==> config.mk <==
export PLATFORM = sky130hd
export DESIGN_NAME = express_dispatch
export DESIGN_NICKNAME = d
export VERILOG_FILES = /design/src/rtl/express_dispatch.sv
export SDC_FILE = /design/constraint.sdc
export NUM_CORES = 1
export LEC_CHECK = 0
export CORE_MARGIN = 4
export CORE_UTILIZATION = 45
export CTS_CLUSTER_SIZE = 25
export DETAILED_ROUTE_END_ITERATION = 10
export PLACE_DENSITY_LB_ADDON = 0.25
export SKIP_LAST_GASP = 1
export SLEW_MARGIN = 15
export SYNTH_ARGS = -nofsm -noshare
export SYNTH_HDL_FRONTEND = slang
export SYNTH_SLANG_ARGS = --single-unit
==> constraint.sdc <==
create_clock -name clk -period 4.95 [get_ports clk]
set_input_delay 0.7425 -clock clk [delete_from_list [all_inputs] [get_ports clk]]
set_output_delay 0.7425 -clock clk [all_outputs]
set_load 0.005 [all_outputs]
==> src/rtl/express_dispatch.sv <==
`default_nettype none
// +----------------------------------------------------------------------+
// | Module   : express_dispatch                                          |
// | Function : Trip dispatcher for the floor 1 <-> floor 10 express car. |
// |            Handles calls, master-code programming, the permission    |
// |            handshake and floor tracking from car move acks.          |
// | Revision : 1.0  initial release                                      |
// +----------------------------------------------------------------------+
module express_dispatch #(
  parameter int TRAVEL_CYCLES = 4,
  parameter int STALL_LIMIT   = 8,
  parameter int AUTH_TIMEOUT  = 4
) (
  input  logic        clk,
  input  logic        reset,
  input  logic        call_top,
  input  logic        call_bottom,
  input  logic [13:0] keypad_code,
  input  logic        program_code,
  input  logic        move_up,
  input  logic        move_down,
  input  logic        secure,
  input  logic        reject,
  input  logic        maintenance_request,
  output logic [3:0]  floor,
  output logic        destination,
  output logic [13:0] input_code,
  output logic        check_permission,
  output logic        update_enable,
  output logic        busy,
  output logic        arrived,
  output logic        denied,
  output logic        fault
);

  localparam int c_STEP_W  = (TRAVEL_CYCLES > 1) ? $clog2(TRAVEL_CYCLES) : 1;
  localparam int c_STALL_W = (STALL_LIMIT   > 1) ? $clog2(STALL_LIMIT)   : 1;
  localparam int c_AUTH_W  = (AUTH_TIMEOUT  > 1) ? $clog2(AUTH_TIMEOUT)  : 1;
  localparam logic [3:0] c_FLOOR_TOP = 4'd10;
  localparam logic [3:0] c_FLOOR_BOT = 4'd1;

  typedef enum logic [2:0] {
    S_IDLE      = 3'd0,
    S_CHECK     = 3'd1,
    S_WAIT_AUTH = 3'd2,
    S_TRAVEL    = 3'd3,
    S_ARRIVE    = 3'd4,
    S_FAULT     = 3'd5
  } state_t;

  state_t               state_q, state_d;
  logic [3:0]           floor_q, floor_d;
  logic                 dest_q, dest_d;
  logic [13:0]          code_q, code_d;
  logic                 check_q, check_d;
  logic                 update_q, update_d;
  logic                 busy_q, busy_d;
  logic                 arrived_q, arrived_d;
  logic                 denied_q, denied_d;
  logic                 fault_q, fault_d;
  logic                 dir_up_q, dir_up_d;
  logic [c_STEP_W-1:0]  step_q, step_d;
  logic [c_STALL_W-1:0] stall_q, stall_d;
  logic [c_AUTH_W-1:0]  auth_q, auth_d;

  // Direction is the latched trip direction; car motion only says "moving".
  logic       moving;
  logic [3:0] floor_next;
  logic [3:0] floor_target;
  assign moving       = move_up | move_down;
  assign floor_next   = dir_up_q ? (floor_q + 4'd1) : (floor_q - 4'd1);
  assign floor_target = dir_up_q ? c_FLOOR_TOP : c_FLOOR_BOT;

  // Next-state and next-output computation for the dispatcher.
  always_comb begin
    state_d   = state_q;
    floor_d   = floor_q;
    dest_d    = dest_q;
    code_d    = code_q;
    dir_up_d  = dir_up_q;
    step_d    = step_q;
    stall_d   = stall_q;
    auth_d    = auth_q;
    fault_d   = fault_q;
    check_d   = 1'b0;
    update_d  = 1'b0;
    arrived_d = 1'b0;
    denied_d  = 1'b0;

    case (state_q)
      S_IDLE: begin
        if (maintenance_request) begin
          state_d = S_IDLE;
        end else if (program_code) begin
          code_d   = keypad_code;
          update_d = 1'b1;
        end else if (call_bottom && (floor_q == c_FLOOR_TOP)) begin
          dir_up_d = 1'b0;
          dest_d   = 1'b1;
          step_d   = '0;
          stall_d  = '0;
          state_d  = S_TRAVEL;
        end else if (call_top && (floor_q == c_FLOOR_BOT)) begin
          code_d  = keypad_code;
          check_d = 1'b1;
          state_d = S_CHECK;
        end
      end

      S_CHECK: begin
        auth_d  = '0;
        state_d = S_WAIT_AUTH;
      end

      S_WAIT_AUTH: begin
        if (secure) begin
          dir_up_d = 1'b1;
          dest_d   = 1'b1;
          step_d   = '0;
          stall_d  = '0;
          state_d  = S_TRAVEL;
        end else if (reject || (auth_q == c_AUTH_W'(AUTH_TIMEOUT - 1))) begin
          denied_d = 1'b1;
          state_d  = S_IDLE;
        end else begin
          auth_d = auth_q + 1'b1;
        end
      end

      S_TRAVEL: begin
        if (moving) begin
          stall_d = '0;
          if (step_q == c_STEP_W'(TRAVEL_CYCLES - 1)) begin
            step_d  = '0;
            floor_d = floor_next;
            if (floor_next == floor_target) begin
              dest_d    = 1'b0;
              arrived_d = 1'b1;
              state_d   = S_ARRIVE;
            end
          end else begin
            step_d = step_q + 1'b1;
          end
        end else if (stall_q == c_STALL_W'(STALL_LIMIT - 1)) begin
          dest_d  = 1'b0;
          fault_d = 1'b1;
          state_d = S_FAULT;
        end else begin
          stall_d = stall_q + 1'b1;
        end
      end

      S_ARRIVE: begin
        state_d = S_IDLE;
      end

      S_FAULT: begin
        dest_d  = 1'b0;
        fault_d = 1'b1;
      end

      default: begin
        state_d = S_IDLE;
      end
    endcase

    busy_d = (state_d != S_IDLE) || maintenance_request;
  end

  // State and registered outputs; active-low synchronous reset wins over all.
  always_ff @(posedge clk) begin
    if (!reset) begin
      state_q   <= S_IDLE;
      floor_q   <= c_FLOOR_BOT;
      dest_q    <= 1'b0;
      code_q    <= '0;
      check_q   <= 1'b0;
      update_q  <= 1'b0;
      busy_q    <= 1'b0;
      arrived_q <= 1'b0;
      denied_q  <= 1'b0;
      fault_q   <= 1'b0;
      dir_up_q  <= 1'b0;
      step_q    <= '0;
      stall_q   <= '0;
      auth_q    <= '0;
    end else begin
      state_q   <= state_d;
      floor_q   <= floor_d;
      dest_q    <= dest_d;
      code_q    <= code_d;
      check_q   <= check_d;
      update_q  <= update_d;
      busy_q    <= busy_d;
      arrived_q <= arrived_d;
      denied_q  <= denied_d;
      fault_q   <= fault_d;
      dir_up_q  <= dir_up_d;
      step_q    <= step_d;
      stall_q   <= stall_d;
      auth_q    <= auth_d;
    end
  end

  assign floor            = floor_q;
  assign destination      = dest_q;
  assign input_code       = code_q;
  assign check_permission = check_q;
  assign update_enable    = update_q;
  assign busy             = busy_q;
  assign arrived          = arrived_q;
  assign denied           = denied_q;
  assign fault            = fault_q;

endmodule
`default_nettype wire
==> results of run 1 <==
[worst max-delay path: cells and delay by family]
kind / cells / cell delay, ps
compound gates: 3 / 720
buf+inv: 2 / 1350
[flip-flops by register name, summed over array words and instances (netlist names), 2 cells and up]
signal / flops
auth_q: 2
floor: 4
input_code: 14
stall_q: 3
state_q: 3
step_q: 2
[routing by layer]
layer,vias to the layer above,GRT usage,wire [um]
met5,-,0,0
met4,0,0.04175,35
met3,4,0.06031,312
met2,49,0.2551,1696
met1,705,0.2022,1798
li1,807,-,-
[synthesized netlist by cell type, types with 4 or more instances]
library cell	instances
o21ai_0	12
clkbuf_1	5
dfxtp_1	36
mux2i_1	15
ha_1	10
nor2_1	28
and3_1	4
inv_1	5
nand2_1	11
nor3_1	5
buf_2	5
a21oi_1	8
[logic make-up after synthesis]
logic type / share of synthesized area
AO/OA/AOI/OAI: 0.1784
multiplexers: 0.08854
adder cells (fa/ha/maj): 0.06863
flip-flops: 0.3953
AND/OR/NAND/NOR: 0.2107
buffers and inverters: 0.03912
XOR/XNOR: 0.01922
[worst max-delay path by stage]
stage / to / slack, ps / depth (start not counted) / startpoint
2_1_floorplan: stall_q[0]$_SDFFE_PN0P_ / 3100 / 4 / maintenance_request
3_3_place_gp: busy$_SDFF_PN0_ / 2090 / 5 / reset
3_5_place_dp: busy$_SDFF_PN0_ / 2010 / 5 / reset
4_1_cts: busy$_SDFF_PN0_ / 2310 / 5 / reset
5_1_grt: busy$_SDFF_PN0_ / 2150 / 5 / reset
6_report: busy$_SDFF_PN0_ / 2330 / 5 / reset
[stage by stage]
stage / hold slack (ps) / instance area [um^2]
final: 485.1 / 2404
after global routing: 512.2 / 2404
after CTS: 487.2 / 2404
after detailed placement: 466.6 / 2315
after global placement: 459.0 / 2315
after floorplan: 443.5 / 1823
[cell usage in the layout, fill, tap and decap left out, types with 2 or more instances in the layout]
cell / instances
clkdlybuf4s50_1: 48
dfxtp_1: 36
nor2_1: 28
mux2i_1: 15
o21ai_0: 12
nand2_1: 11
ha_1: 10
a21oi_1: 8
inv_1: 5
nor3_1: 5
clkbuf_8: 5
and3_1: 4
nor4_1: 3
or3_1: 3
nor2b_1: 3
a21boi_0: 3
o21bai_1: 3
a22o_1: 3
a211oi_1: 3
nand2b_1: 3
nand3_1: 2
nand3b_1: 2
xor2_1: 2
xnor2_1: 2
o31ai_1: 2
and2_1: 2
o21a_1: 2
o211ai_1: 2
[area by class of cell]
cell class / count / area (um^2) / share of cell area
Multi-Input combinational cell: 150 / 1031 / 0.4289
Sequential cell: 36 / 720.7 / 0.2998
Timing Repair Buffer: 48 / 480.5 / 0.1999
Clock buffer: 6 / 72.57 / 0.03019
Tap cell: 48 / 60.06 / 0.02499
Inverter: 6 / 22.52 / 0.009370
Clock inverter: 2 / 16.27 / 0.006767
[power breakdown]
part           switching (mW)  total (mW)  leakage (nW)  internal (mW)
Clock                   0.109       0.209        0.0414          0.100
Combinational          0.0347      0.0883         0.648         0.0536
Sequential            0.00972       0.311         0.293          0.302
==> results.toml, run 1 <==
[outcome]
status = "complete, no violations"

[logic_synthesis]
synthDistinctLibCells = 47
ys.flop_type = "dfxtp_1"
ys_seq_area_frac = 0.3953
synth_edf_count = 0
synth_top_area_frac = 0.3953
yosysTopAreaCell = "dfxtp_1"
synth_seq_cells = 36
synth_area_leaders = "dfxtp_1 (40%), mux2i_1 (8.2%), ha_1 (6.9%)"
yosys_warnings = 0
syn_area_mm2 = 0.001823
synthCells = 203
syn_area_per_cell_um2 = 8.980
synth_nets = 237
synth-async-reset-ratio = 0

[timing]
fmax_ghz = 0.3814
slew_headroom = 0.4126
setup_ws_ps = 2328
slew_viol_final = 0
rsz0062_at_grt = "false"
finalCritPeriodShare = 0.5297
setup_viol = 0
finClkSkew_ps = 8.930
setup_tns_ps = 0
finalCriticalPeriod_ps = 2622
hold_viol = 0
tightest_slew_ps = 881.0

[cts]
cts-htree-levels = 2
insertion_delay_ps = 280
cts_sinks = 36
post_cts_resized = 0
cts-hold-fix-buffers = 0
post-cts-setup-buffer-count = 0
clk_path_buf_depth = 2
cts_tree = "yes"
cts_root_buf = "clkbuf_8"
clk_pin_slew_ps = 80
cts_buffers = 5

[cells_and_area]
fin_cells = 296
synthToLayoutAreaGrowth_pct = 31.85
finalNetCount = 281
drive_gt1_frac = 0.06048
diodes = 0
fill_cells = 337
utilization = 0.6327

[critical_path]
rr_startpoint = "floor[1]$_SDFFE_PN0P_"
crit_chain = "clkdlybuf4s50_1 -> clkinv_1 -> a311oi_2 -> a31oi_1 -> o211ai_1"
crit_required_ps = 5160
reg2reg_slack_ps = 2880
r2r_cells = 7
cp_max_fo = 26
r2r-end = "input_code[12]$_SDFFE_PN0P_"
end_kind = "register"
arrival_ps = 2830
max_stage_delay_ps = 680
criticalPathCategory = "in -> reg"
start_kind = "input port"
slowest_stage = "clkinv_1"

[drt]
vias = 1565
drc_errors = 0
viasPerCell = 5.287
drtIter0Drc = 87
finalWirelength_um = 3843
firstDrtPassIters = 4
antenna_left = 0
wl_per_cell_um = 12.98

[power_and_ir_drop]
p_leak_nw = 0.9819
finalPower_mw = 0.6090
powerDensity_mw_per_mm2 = 253.4
ir_worst_vdd_uv = 166.1

[die]
num_rows = 22
core_mm2 = 0.003799
die_w_um = 71.65
dieHeight_um = 71.65
start_util = 0.4799
floorplan.die_area_mm2 = 0.005134
io_pins = 49

[global_routing]
antenna_found_initial = 0
grt_first_pass_wirelength_um = 6755
first_global_vias = 1550
grt-ovfl-total = 0
grt_max_degree = 27
grt_usage = 0.1598

[placement]
place_inst = 288
port_buffers = 48
dp_slack_ps = 2006
post-dp-hpwl_um = 2844
routabilityCongestion = 0.8809

[min_path]
min_to = "auth_q[0]$_SDFFE_PN0P_"
hold_depth = 1
hold_class = "reg -> reg"
worstHoldStart = "auth_q[0]$_SDFFE_PN0P_"

[run]
maxCapViolations = 0
No activity file was read; power rests on OpenSTA's default activity.
==> run 2, diff against run 1 <==
Settings changed: CORE_UTILIZATION 45 to 43.
Clock period 4.95 ns to 2.3 ns, I/O delays scaled along.
==> run 2 against run 1 <==
Compared with the run above:
- global-route usage fell by 0.37 points
- hold slack got worse by 11 ps
- power rose by 130%
- clock power rose to 2.6 times the previous value
- clock skew fell by 3.2 ps
- setup slack got worse by 2000 ps
==> results.toml, run 2 (synthesis results as in run 1) <==
[die]
dieHeight_um = 73.11
start_util = 0.4493
floorplan.die_area_mm2 = 0.005345
core_mm2 = 0.004058
num_rows = 23
die_w_um = 73.11
io_pins = 49

[timing]
slew_headroom = 0.5985
fin_hold_ws_ps = 473.9
tightest_slew_ps = 599.9
finClkSkew_ps = 5.732
setup_tns_ps = 0
hold_viol = 0
rsz0062_at_grt = "false"
finalCritPeriodShare = 0.8505
finalCriticalPeriod_ps = 1956
fmax_ghz = 0.5112
setup_viol = 0
slew_viol_final = 0

[cts]
post_cts_resized = 0
cts_buffers = 5
cts-htree-levels = 2
post-cts-setup-buffer-count = 0
cts_sinks = 36
insertion_delay_ps = 280
cts_root_buf = "clkbuf_8"
clk_path_buf_depth = 2
cts_tree = "yes"
cts-hold-fix-buffers = 0
clk_pin_slew_ps = 70

[drt]
finalWirelength_um = 3958
antenna_left = 0
drc_errors = 0
vias = 1553
drtIter0Drc = 82
viasPerCell = 5.142
wl_per_cell_um = 13.11
firstDrtPassIters = 4

[run]
maxCapViolations = 0

[power_and_ir_drop]
ir_worst_vdd_uv = 444.1
p_leak_nw = 1.015
finalPower_mw = 1.405
powerDensity_mw_per_mm2 = 570.4

[global_routing]
grt_usage = 0.1562
grt_max_degree = 16
first_global_vias = 1435
grt_first_pass_wirelength_um = 6492
grt-ovfl-total = 0
antenna_found_initial = 0

[min_path]
hold_class = "reg -> reg"
worstHoldStart = "fault$_SDFFE_PN0P_"

[placement]
port_buffers = 48
post-dp-hpwl_um = 2930
routabilityCongestion = 0.7800

[critical_path]
start_kind = "register"
arrival_ps = 2160
startpoint = "floor[0]$_SDFFE_PN1P_"
cp_max_fo = 7
crit_required_ps = 2510
criticalPathCategory = "reg -> reg"
rr_startpoint = "floor[0]$_SDFFE_PN1P_"
end_kind = "register"

[cells_and_area]
synthToLayoutAreaGrowth_pct = 35.07
final_common_cell = "clkdlybuf4s50_1"
largest_register_ffs = 14
diodes = 0
mostFrequentLayoutCells = "clkdlybuf4s50_1 (48), dfxtp_1 (36), nor2_1 (28)"
drive_gt1_frac = 0.07540
finalNetCount = 285

[outcome]
status = "complete, no violations"
## run 2: changes by cell type in the layout (fill, tap and decap cells not counted)
cell / change
buf_4: +4
bufinv_16: +1
clkinv_2: +1
clkinv_4: -1
clkinvlp_4: -1
o21ai_2: -1
o21ai_4: +1
## run 2: area by class of cell
| class | count | area (um^2) |
|---|---|---|
| Timing Repair Buffer | 52 | 510.5 |
| Sequential cell | 36 | 720.7 |
| Multi-Input combinational cell | 150 | 1039 |
| Fill cell | 363 | 1595 |
| Inverter | 6 | 22.52 |
| Clock buffer | 6 | 72.57 |
| Tap cell | 50 | 62.56 |
| Clock inverter | 2 | 35.03 |
## run 2: report_power, final
| part | switching (mW) | internal, mW | total (mW) |
|---|---|---|---|
| Clock | 0.215 | 0.321 | 0.537 |
| Combinational | 0.0781 | 0.119 | 0.197 |
| Sequential | 0.0210 | 0.650 | 0.671 |
## run 2: layer usage
metal  wire length [um]  GRT usage
met1               1855     0.1927
met2               1754     0.2423
met3                320    0.07025
met4                 27    0.04918
met5                  0          0
## run 2: critical path, cell delays in order, from the launching register on
cell and delay, ps:
dfxtp_1 440, inv_1 160, ha_1 220, mux2i_1 190, xor2_1 200, o2111ai_2 240, o21a_1 240, a211oi_2 180
## run 2: metrics by stage
stage	instances	utilization	area, um^2	setup slack (ps)
final	302	0.6068	2462	343.9
after global routing	302	0.6068	2462	129.2
after CTS	302	0.6050	2455	204.1
after detailed placement	294	0.5785	2347	185.0
after global placement	294	0.5785	2347	189.9
after floorplan	203	-	1823	545.8
## run 2: path summary, 6_finish.rpt
kind,end,slack [ps],cells past startpoint
hold reg to reg,fault$_SDFFE_PN0P_,470,2
hold / removal,fault$_SDFFE_PN0P_,470,2
setup reg to reg,destination$_SDFFE_PN0P_,340,7
setup / recovery,destination$_SDFFE_PN0P_,340,7
